[src/rtl/m3_dequant_writer.sv]
// m3_dequant_writer
//   Front end of the IDCT block. Takes decoded 8x8 coefficients in zig-zag
//   order, dequantizes each one with a power-of-two step that depends on its
//   frequency position, and writes the result (S') to SRAM at its raster
//   position inside the block-tiled pre-IDCT region: all Y blocks, then U,
//   then V. Block and frame completion are reported as one-cycle pulses.
//
//   Optional build macro: DQ_SATURATE_EN
//     defined   : out-of-range dequantized values clamp to 0x8000 / 0x7FFF
//     undefined : the low 16 bits are written (wrap-around)
//
// Ports
//   CLOCK_50_I       clock
//   resetn           asynchronous active-low reset
//   dq_start         one-cycle frame start (ignored unless idle)
//   q_sel            quantization matrix select, latched on dq_start
//   coef_data        signed coefficient, zig-zag order
//   coef_valid       coef_data valid
//   coef_ready       coefficient accepted when high together with coef_valid
//   SRAM_address     write address (registered)
//   SRAM_write_data  write data (registered)
//   SRAM_we_n        write enable, active low (registered)
//   block_done       pulses with the write of a block's 64th coefficient
//   dq_end           pulses one cycle after the final write of the frame
module m3_dequant_writer #(
  parameter logic [17:0] PRE_IDCT_OFFSET = 18'd76800,
  parameter int          Y_COL_BLOCKS    = 40,
  parameter int          UV_COL_BLOCKS   = 20,
  parameter int          ROW_BLOCKS      = 30
) (
  input  logic        CLOCK_50_I,
  input  logic        resetn,
  input  logic        dq_start,
  input  logic        q_sel,
  input  logic [15:0] coef_data,
  input  logic        coef_valid,
  output logic        coef_ready,
  output logic [17:0] SRAM_address,
  output logic [15:0] SRAM_write_data,
  output logic        SRAM_we_n,
  output logic        block_done,
  output logic        dq_end
);

  // Row pitches are 320 (Y) and 160 (U/V) words; the row multiply below is
  // hard-wired as shift-add for exactly these values.
  localparam logic [17:0] U_BASE     = PRE_IDCT_OFFSET + 18'd76800;
  localparam logic [17:0] V_BASE     = PRE_IDCT_OFFSET + 18'd115200;
  localparam logic [5:0]  Y_BC_LAST  = 6'(Y_COL_BLOCKS - 1);
  localparam logic [5:0]  UV_BC_LAST = 6'(UV_COL_BLOCKS - 1);
  localparam logic [4:0]  BR_LAST    = 5'(ROW_BLOCKS - 1);

  // Zig-zag index -> raster position {r[2:0], c[2:0]}
  localparam logic [5:0] ZZ_LUT [64] = '{
    6'd0,  6'd1,  6'd8,  6'd16, 6'd9,  6'd2,  6'd3,  6'd10,
    6'd17, 6'd24, 6'd32, 6'd25, 6'd18, 6'd11, 6'd4,  6'd5,
    6'd12, 6'd19, 6'd26, 6'd33, 6'd40, 6'd48, 6'd41, 6'd34,
    6'd27, 6'd20, 6'd13, 6'd6,  6'd7,  6'd14, 6'd21, 6'd28,
    6'd35, 6'd42, 6'd49, 6'd56, 6'd57, 6'd50, 6'd43, 6'd36,
    6'd29, 6'd22, 6'd15, 6'd23, 6'd30, 6'd37, 6'd44, 6'd51,
    6'd58, 6'd59, 6'd52, 6'd45, 6'd38, 6'd31, 6'd39, 6'd46,
    6'd53, 6'd60, 6'd61, 6'd54, 6'd47, 6'd55, 6'd62, 6'd63
  };

  typedef enum logic [1:0] {
    S_DQ_IDLE,
    S_DQ_RUN,
    S_DQ_FLUSH,
    S_DQ_DONE
  } state_t;

  state_t      state_q, state_d;
  logic [5:0]  k_q, k_d;
  logic [5:0]  bc_q, bc_d;
  logic [4:0]  br_q, br_d;
  logic [1:0]  plane_q, plane_d;
  logic        qsel_q, qsel_d;
  logic        rdy_q, rdy_d;
  logic [17:0] addr_q, addr_d;
  logic [15:0] wdata_q, wdata_d;
  logic        we_n_q, we_n_d;
  logic        bd_q, bd_d;
  logic        end_q, end_d;

  logic        xfer;
  logic [2:0]  zr, zc;
  logic [3:0]  s;
  logic [2:0]  shamt;
  logic [17:0] row18;
  logic [17:0] row_off;
  logic [17:0] base;
  logic [17:0] addr_n;
  logic [15:0] wdata_n;
  logic [5:0]  bc_last;

  assign xfer = coef_valid & rdy_q;

  // Address and data for the coefficient presented this cycle
  always_comb begin
    {zr, zc} = ZZ_LUT[k_q];
    s        = {1'b0, zr} + {1'b0, zc};
    // Both matrices reach their cap once s/2 >= 3, i.e. s >= 6.
    if (s >= 4'd6) shamt = qsel_q ? 3'd4 : 3'd6;
    else           shamt = 3'(s >> 1) + (qsel_q ? 3'd1 : 3'd3);

    row18 = {10'd0, br_q, zr};           // br*8 + r
    if (plane_q == 2'd0) row_off = (row18 << 8) + (row18 << 6);
    else                 row_off = (row18 << 7) + (row18 << 5);
    case (plane_q)
      2'd0:    base = PRE_IDCT_OFFSET;
      2'd1:    base = U_BASE;
      default: base = V_BASE;
    endcase
    addr_n  = base + row_off + {9'd0, bc_q, zc};  // + bc*8 + c
    bc_last = (plane_q == 2'd0) ? Y_BC_LAST : UV_BC_LAST;
  end

`ifdef DQ_SATURATE_EN
  logic [23:0] dq_wide;
  always_comb begin
    dq_wide = {{8{coef_data[15]}}, coef_data} << shamt;
    // In range exactly when bits 23..15 all equal the sign.
    if (!dq_wide[23] && (|dq_wide[22:15]))      wdata_n = 16'h7FFF;
    else if (dq_wide[23] && !(&dq_wide[22:15])) wdata_n = 16'h8000;
    else                                        wdata_n = dq_wide[15:0];
  end
`else
  // Wrap-around keeps only the low 16 bits, which a 16-bit shift yields.
  always_comb wdata_n = coef_data << shamt;
`endif

  always_comb begin
    state_d = state_q;
    k_d     = k_q;
    bc_d    = bc_q;
    br_d    = br_q;
    plane_d = plane_q;
    qsel_d  = qsel_q;
    rdy_d   = rdy_q;
    addr_d  = addr_q;
    wdata_d = wdata_q;
    we_n_d  = 1'b1;
    bd_d    = 1'b0;
    end_d   = 1'b0;
    case (state_q)
      S_DQ_IDLE: begin
        if (dq_start) begin
          qsel_d  = q_sel;
          k_d     = 6'd0;
          bc_d    = 6'd0;
          br_d    = 5'd0;
          plane_d = 2'd0;
          rdy_d   = 1'b1;
          state_d = S_DQ_RUN;
        end
      end
      S_DQ_RUN: begin
        if (xfer) begin
          addr_d  = addr_n;
          wdata_d = wdata_n;
          we_n_d  = 1'b0;
          k_d     = k_q + 6'd1;
          if (k_q == 6'd63) begin
            bd_d = 1'b1;
            if (bc_q == bc_last) begin
              bc_d = 6'd0;
              if (br_q == BR_LAST) begin
                br_d = 5'd0;
                if (plane_q == 2'd2) begin
                  rdy_d   = 1'b0;
                  state_d = S_DQ_FLUSH;
                end else begin
                  plane_d = plane_q + 2'd1;
                end
              end else begin
                br_d = br_q + 5'd1;
              end
            end else begin
              bc_d = bc_q + 6'd1;
            end
          end
        end
      end
      // Final write is on the bus this cycle; dq_end follows next cycle.
      S_DQ_FLUSH: begin
        end_d   = 1'b1;
        state_d = S_DQ_DONE;
      end
      S_DQ_DONE: state_d = S_DQ_IDLE;
      default:   state_d = S_DQ_IDLE;
    endcase
  end

  always_ff @(posedge CLOCK_50_I or negedge resetn) begin
    if (!resetn) begin
      state_q <= S_DQ_IDLE;
      k_q     <= 6'd0;
      bc_q    <= 6'd0;
      br_q    <= 5'd0;
      plane_q <= 2'd0;
      qsel_q  <= 1'b0;
      rdy_q   <= 1'b0;
      addr_q  <= 18'd0;
      wdata_q <= 16'd0;
      we_n_q  <= 1'b1;
      bd_q    <= 1'b0;
      end_q   <= 1'b0;
    end else begin
      state_q <= state_d;
      k_q     <= k_d;
      bc_q    <= bc_d;
      br_q    <= br_d;
      plane_q <= plane_d;
      qsel_q  <= qsel_d;
      rdy_q   <= rdy_d;
      addr_q  <= addr_d;
      wdata_q <= wdata_d;
      we_n_q  <= we_n_d;
      bd_q    <= bd_d;
      end_q   <= end_d;
    end
  end

  assign coef_ready      = rdy_q;
  assign SRAM_address    = addr_q;
  assign SRAM_write_data = wdata_q;
  assign SRAM_we_n       = we_n_q;
  assign block_done      = bd_q;
  assign dq_end          = end_q;

endmodule

[config.mk]
export PLATFORM = sky130hd
export DESIGN_NAME = m3_dequant_writer
export DESIGN_NICKNAME = d
export VERILOG_FILES = /design/src/rtl/m3_dequant_writer.sv
export SDC_FILE = /design/constraint.sdc
export NUM_CORES = 1
export LEC_CHECK = 0
export BUFFER_PORTS_ARGS = -buffer_cell sky130_fd_sc_hd__buf_4
export CAP_MARGIN = 25
export CELL_PAD_IN_SITES_DETAIL_PLACEMENT = 1
export CELL_PAD_IN_SITES_GLOBAL_PLACEMENT = 2
export CORE_UTILIZATION = 24
export CTS_CLUSTER_DIAMETER = 100
export DETAILED_ROUTE_END_ITERATION = 8
export PLACE_DENSITY = 0.58
export SLEW_MARGIN = 0
export SYNTH_ARGS = -nofsm -noshare
export SYNTH_HDL_FRONTEND = slang
export SYNTH_SLANG_ARGS = --single-unit
[constraint.sdc]
create_clock -name CLOCK_50_I -period 7.06 [get_ports CLOCK_50_I]
set_input_delay 1.059 -clock CLOCK_50_I [delete_from_list [all_inputs] [get_ports CLOCK_50_I]]
set_output_delay 1.059 -clock CLOCK_50_I [all_outputs]
set_load 0.05 [all_outputs]
==> results.toml, run 1 <==
[outcome]
status = "finished clean"

[clock_tree]
htree_levels = 3
cts_resized = 0
cts_tree = "done"
numClockSinks = 60
path_clk_slew_ns = 0.06
cts_max_path_buffers = 2
hold_buffers = 0
clock_latency_ns = 0.34
cts_buffers = 9
root_buffer = "clkbuf_16"
post_cts_buffers = 0

[layout]
fillers = 2400
syn2layout_area_growth_pct = 19.42
n_antenna_cell = 0
layout-drive-gt1-share_pct = 15.61
mostFrequentLayoutCell = "nand2_1"
final_cells = 898
final_cell_mix = "83 x nand2_1, 62 x buf_4, 59 x dfrtp_1"
fin_nets = 692

[route]
vias_per_cell = 4.802
drt_iter0_markers = 183
wl_per_cell_um = 16.38
antenna_left = 0
vias = 4312
first_pass_iters = 4
totalWireLength_um = 14710
drcViolationCount = 0

[logic_synthesis]
synth_edf_count = 0
ys_ff_latch = 60
synth_cells = 581
synth_ff_type = "dfrtp_1"
syn_area_um2 = 4930
ys_types = 67
synth_nets = 650
synth.avg_cell_area_um2 = 8.485
synth_seq_area_share_pct = 30.48
synth_warnings = 0
async_flop_share_pct = 100.0

[worst_setup_path]
cp_slowest_stage_delay_ns = 0.94
regToRegEndpoint = "SRAM_address[17]$_DFFE_PN0P_"
cpMostUsedCell = "a21o_1"
crit_type = "register to register"
slowest_stage = "dfrtp_1"
path_buf_inv = 2
path_cells = "inv_1 > ha_1 > nor2b_1 > a311oi_1 > a21o_1 > o21bai_1 > inv_1 > fa_1 > nand2b_1 > a21oi_1 > a21o_1 > a21o_1 > xnor2_1 > mux2i_1 > ha_1 > a21oi_1 > nor2_1 > a211oi_1 > nand3b_1 > o21ai_0 > xnor2_1 > o21ai_0"
crit_fanout = 29
worst-r2r-cell-count = 22
crit_family = "compound AO/OA/AOI/OAI gates"
r2r_setup_slack_ns = 1.36
r2r-start = "k_q[2]$_DFFE_PN0P_"
start_kind = "register"
crit_cells = 22
cp.arrival_ns = 5.89
crit_required_ns = 7.26
crit_path_start = "k_q[2]$_DFFE_PN0P_"
critPathCaptureType = "register"

[global_route]
grt_max_degree = 61
antenna_found_initial = 0
gr-total-overflow = 0
grt_pass1_wl_um = 24350
grt.total_usage_pct = 14.51
grt_pass1_vias = 4601

[timing]
setup-violations-final = 0
tightest_slew_ns = 0.9624
finalHoldViolations = 0
fin_crit_sh_pct = 80.70
max_freq_mhz = 175.5
fin_tns_setup_ns = 0
period_needed_ns = 5.698
max_slew_margin_pct = 35.60
rsz0062_at_grt = "no"
maxSlewViolCount = 0
holdWs_ns = 0.4790
fin_skew_ns = 0.008739

[place]
dpl.hpwl_um = 10880
io_buffers = 58
place_congestion = 0.8378
placed_cells = 881

[worst_hold_path]
min_delay_path_depth = 2
hp-start = "SRAM_address[7]$_DFFE_PN0P_"
whs_endpoint = "SRAM_address[7]$_DFFE_PN0P_"
hp-class = "register to register"

[floorplan]
chipHeight_um = 145.3
dieArea_um2 = 21120
ioPinCount = 59
rows = 52
core_um2 = 20170
chipWidth_um = 145.3
start_util_pct = 24.44

[power]
ir_drop_mv = 0.1571
powerDensity_nw_per_um2 = 438.9
p_leak_nw = 2.696
total_power_mw = 2.584

[run]
cap_violations = 0
-- worst reg2reg max path, delay by kind of cell, from the launching register on --
family	cells	cell delay (ns)
AOI/OAI and AO/OA	10	2.05
adders and majority gates	3	1.19
DFF	1	0.94
buffers and inverters	2	0.51
and+or+nand+nor	4	0.48
xor gates and xnor gates	2	0.29
muxes	1	0.10
-- flip-flops by register name (all words and copies together), names as in the netlist --
register and cells:
SRAM_address 18, SRAM_write_data 16, bc_q 6, k_q 6
br_q 5, plane_q 2, state_q 2, SRAM_we_n 1
block_done 1, coef_ready 1, dq_end 1, qsel_q 1
-- logic make-up after synthesis --
logic type / share of synthesized area [%]
and+or+nand+nor: 19.19
DFF: 30.48
adders and majority gates: 12.79
xor gates and xnor gates: 4.086
muxes: 7.233
AOI/OAI and AO/OA: 21.50
buffers and inverters: 4.721
-- final cells by class --
cell class	instances	area [µm²]	share of cell area [%]
multi-input combinational	466	3194	54.26
sequential	60	1503	25.53
timing repair buffer	63	480.5	8.162
tap	270	337.8	5.739
clock buffer	11	232.7	3.953
inverter	23	86.33	1.467
clock inverter	5	52.55	0.8927
-- metrics by stage --
step           utilization [%]  instance area [µm²]  worst slack, ns
2_1_floorplan                -                 4930            2.152
3_3_place_gp             27.70                 5587            1.523
3_5_place_dp             27.70                 5587            1.325
4_1_cts                  29.11                 5872            1.303
5_1_grt                  29.19                 5887           0.8497
6_report                 29.19                 5887            1.362
-- where the power goes --
group | switching, mW | total (mW) | internal, mW
logic | 1.02 | 1.57 | 0.549
clock network | 0.177 | 0.449 | 0.272
registers | 0.105 | 0.569 | 0.464
-- Yosys cell counts (all sizes together), types with 6 or more instances --
| cell | n | area (µm²) |
|---|---|---|
| nand2 | 83 | 311.6 |
| dfrtp | 59 | 1476 |
| o21ai | 54 | 270.3 |
| nor2 | 45 | 176.4 |
| ha | 44 | 550.5 |
| a21oi | 36 | 187.7 |
| inv | 23 | 86.33 |
| mux2i | 21 | 210.2 |
| clkbuf | 17 | 63.81 |
| buf | 15 | 82.58 |
| nand3 | 14 | 70.07 |
| a211oi | 12 | 100.1 |
| a21o | 12 | 90.09 |
| o211ai | 12 | 90.09 |
| xor2 | 12 | 105.1 |
| xnor2 | 11 | 96.34 |
| nor2b | 9 | 56.30 |
| nand4 | 8 | 50.05 |
| mux2 | 7 | 78.82 |
| nand2b | 7 | 43.79 |
| and3 | 6 | 42.54 |
-- metal layers --
| metal | vias to the layer above | GRT usage, % | wire length (µm) |
|---|---|---|---|
| met1 | 2082 | 19.56 | 7441 |
| met2 | 56 | 23.61 | 6670 |
| li1 | 2161 | - | - |
| met4 | 0 | 4.368 | 178 |
| met3 | 13 | 2.579 | 416 |
| met5 | - | 0 | 0 |
-- worst max path at each step --
| stage | end | slack [ns] |
|---|---|---|
| global placement | SRAM_address[17]$_DFFE_PN0P_ | 1.52 |
| CTS | SRAM_write_data[14]$_DFFE_PN0P_ | 1.30 |
| global route | SRAM_address[17]$_DFFE_PN0P_ | 0.85 |
| floorplan | SRAM_address[17]$_DFFE_PN0P_ | 2.15 |
| detailed placement | SRAM_write_data[14]$_DFFE_PN0P_ | 1.33 |
| finish | SRAM_address[17]$_DFFE_PN0P_ | 1.36 |
Power figures use the tool's default switching activity.
==> run 2: changes to the inputs <==
- PLACE_DENSITY: 0.58 -> 0.6
- clock period: 7.06 -> 5 ns (I/O delays scaled with it)
==> results.toml, run 2 (synthesis gave the netlist of run 1 again) <==
[outcome]
status = "finished clean"

[route]
vias = 4424
vias_per_cell = 4.830
totalWireLength_um = 15020
wl_per_cell_um = 16.40
drt_iter0_markers = 198
first_pass_iters = 4
drcViolationCount = 0
antenna_left = 0

[worst_setup_path]
worst-r2r-cell-count = 25
r2r_setup_slack_ns = 0.36
cp_slowest_stage_delay_ns = 0.46
start_kind = "register"
cp.arrival_ns = 4.85
path_buf_inv = 3
crit_path_start = "k_q[0]$_DFFE_PN0P_"
slowest_stage = "mux4_2"
crit_type = "register to register"
critPathCaptureType = "register"
r2r-start = "k_q[0]$_DFFE_PN0P_"
crit_family = "compound AO/OA/AOI/OAI gates"
crit_cells = 25
crit_fanout = 3
crit_required_ns = 5.20

[floorplan]
dieArea_um2 = 21120
chipHeight_um = 145.3
core_um2 = 20170
start_util_pct = 24.44
chipWidth_um = 145.3
ioPinCount = 59
rows = 52

[timing]
finalHoldViolations = 0
setup-violations-final = 0
max_slew_margin_pct = 42.54
tightest_slew_ns = 0.8619
maxSlewViolCount = 0
fin_crit_sh_pct = 92.89
fin_skew_ns = 0.009493
period_needed_ns = 4.645
max_freq_mhz = 215.3

[power]
seqPwrFrac_pct = 20.4
powerDensity_nw_per_um2 = 620.6
p_leak_nw = 2.815
ir_drop_mv = 0.1830
comb_power_share_pct = 61.8
total_power_mw = 3.773
pwr-share-clk_pct = 17.8
p_switching_mw = 1.847
switching_share_pct = 48.95
internal_power_mw = 1.926

[layout]
final_cells = 916
layout-drive-gt1-share_pct = 18.73
largest_reg_flops = 18
final_cell_mix = "83 x nand2_1, 82 x buf_4, 59 x dfrtp_1"
mostFrequentLayoutCell = "nand2_1"
fin_nets = 712
syn2layout_area_growth_pct = 23.32
n_antenna_cell = 0

[worst_hold_path]
hp-start = "SRAM_address[6]$_DFFE_PN0P_"
hp-class = "register to register"
min_delay_path_depth = 2

[clock_tree]
htree_levels = 3
cts_tree = "done"
numClockSinks = 60
root_buffer = "clkbuf_16"
cts_buffers = 9
cts_max_path_buffers = 2
path_clk_slew_ns = 0.06
clock_latency_ns = 0.34

[place]
place_congestion = 0.8020
placed_cells = 900
dpl.hpwl_um = 11300
io_buffers = 58

[global_route]
antenna_found_initial = 0
grt.total_usage_pct = 14.88
grt_max_degree = 61
grt_pass1_vias = 4584
gr-total-overflow = 0
grt_pass1_wl_um = 24730

[run]
cap_violations = 0
==> run 2: metal layers <==
metal,track usage [%],vias to the layer above,share of wire [%]
li1,-,2201,-
met1,18.82,2140,47
met2,25.41,70,48
met3,3.145,13,3.7
met4,4.316,0,1.2
met5,0,-,0
==> run 2: worst register-to-register path, delay by kind of cell, from the launching register on <==
kind	cells	cell delay [ns]
AOI/OAI and AO/OA	9	1.37
adders and majority gates	4	1.17
muxes	2	0.56
and+or+nand+nor	5	0.55
DFF	1	0.35
xor gates and xnor gates	2	0.28
buffers and inverters	3	0.24
==> run 2: power groups by stage <==
| stage | clock, mW | sequential (mW) | combinational, mW |
|---|---|---|---|
| after floorplan | 0 | 1.20 | 1.22 |
| after global placement | 0 | 0.775 | 2.31 |
| after detailed placement | 0 | 0.781 | 2.34 |
| after CTS | 0.692 | 0.775 | 2.35 |
| after global routing | 0.713 | 0.800 | 2.56 |
| final | 0.671 | 0.771 | 2.33 |
==> run 2: path summary, 6_finish.rpt <==
check                                                   to
setup / recovery              SRAM_address[17]$_DFFE_PN0P_
hold / removal                 SRAM_address[6]$_DFFE_PN0P_
setup reg to reg              SRAM_address[17]$_DFFE_PN0P_
hold reg to reg                SRAM_address[6]$_DFFE_PN0P_
max in group asynchronous             block_done$_DFF_PN0_
min in group asynchronous  SRAM_write_data[13]$_DFFE_PN0P_
==> run 2: timing repair <==
item / in CTS / in global routing
hold buffers: 0 / 0
gates resized for setup: 0 / 6
setup buffers: 0 / 2
endpoints found under the setup margin: 0 / 2
==> run 2: area by class of cell <==
| cell class | instances | area [µm²] |
|---|---|---|
| Clock buffer | 13 | 280.3 |
| Sequential cell | 60 | 1503 |
| Inverter | 23 | 86.33 |
| Tap cell | 270 | 337.8 |
| Fill cell | 2370 | 14090 |
| Clock inverter | 1 | 30.03 |
| Multi-Input combinational cell | 466 | 3207 |
| Timing Repair Buffer | 83 | 635.6 |
==> run 2: metrics by stage <==
| step | hold WS (ns) | instance area (µm²) | worst slack [ns] | setup TNS (ns) | util [%] |
|---|---|---|---|---|---|
| floorplan | 0.4544 | 4930 | 0.09229 | 0 | - |
| global placement | 0.4663 | 5742 | 0.2789 | 0 | 28.47 |
| detailed placement | 0.4701 | 5742 | 0.1436 | 0 | 28.47 |
| CTS | 0.4819 | 6052 | 0.1189 | 0 | 30.01 |
| global route | 0.5237 | 6080 | -0.01198 | -0.01198 | 30.14 |
| finish | 0.4807 | 6080 | 0.3555 | 0 | 30.14 |
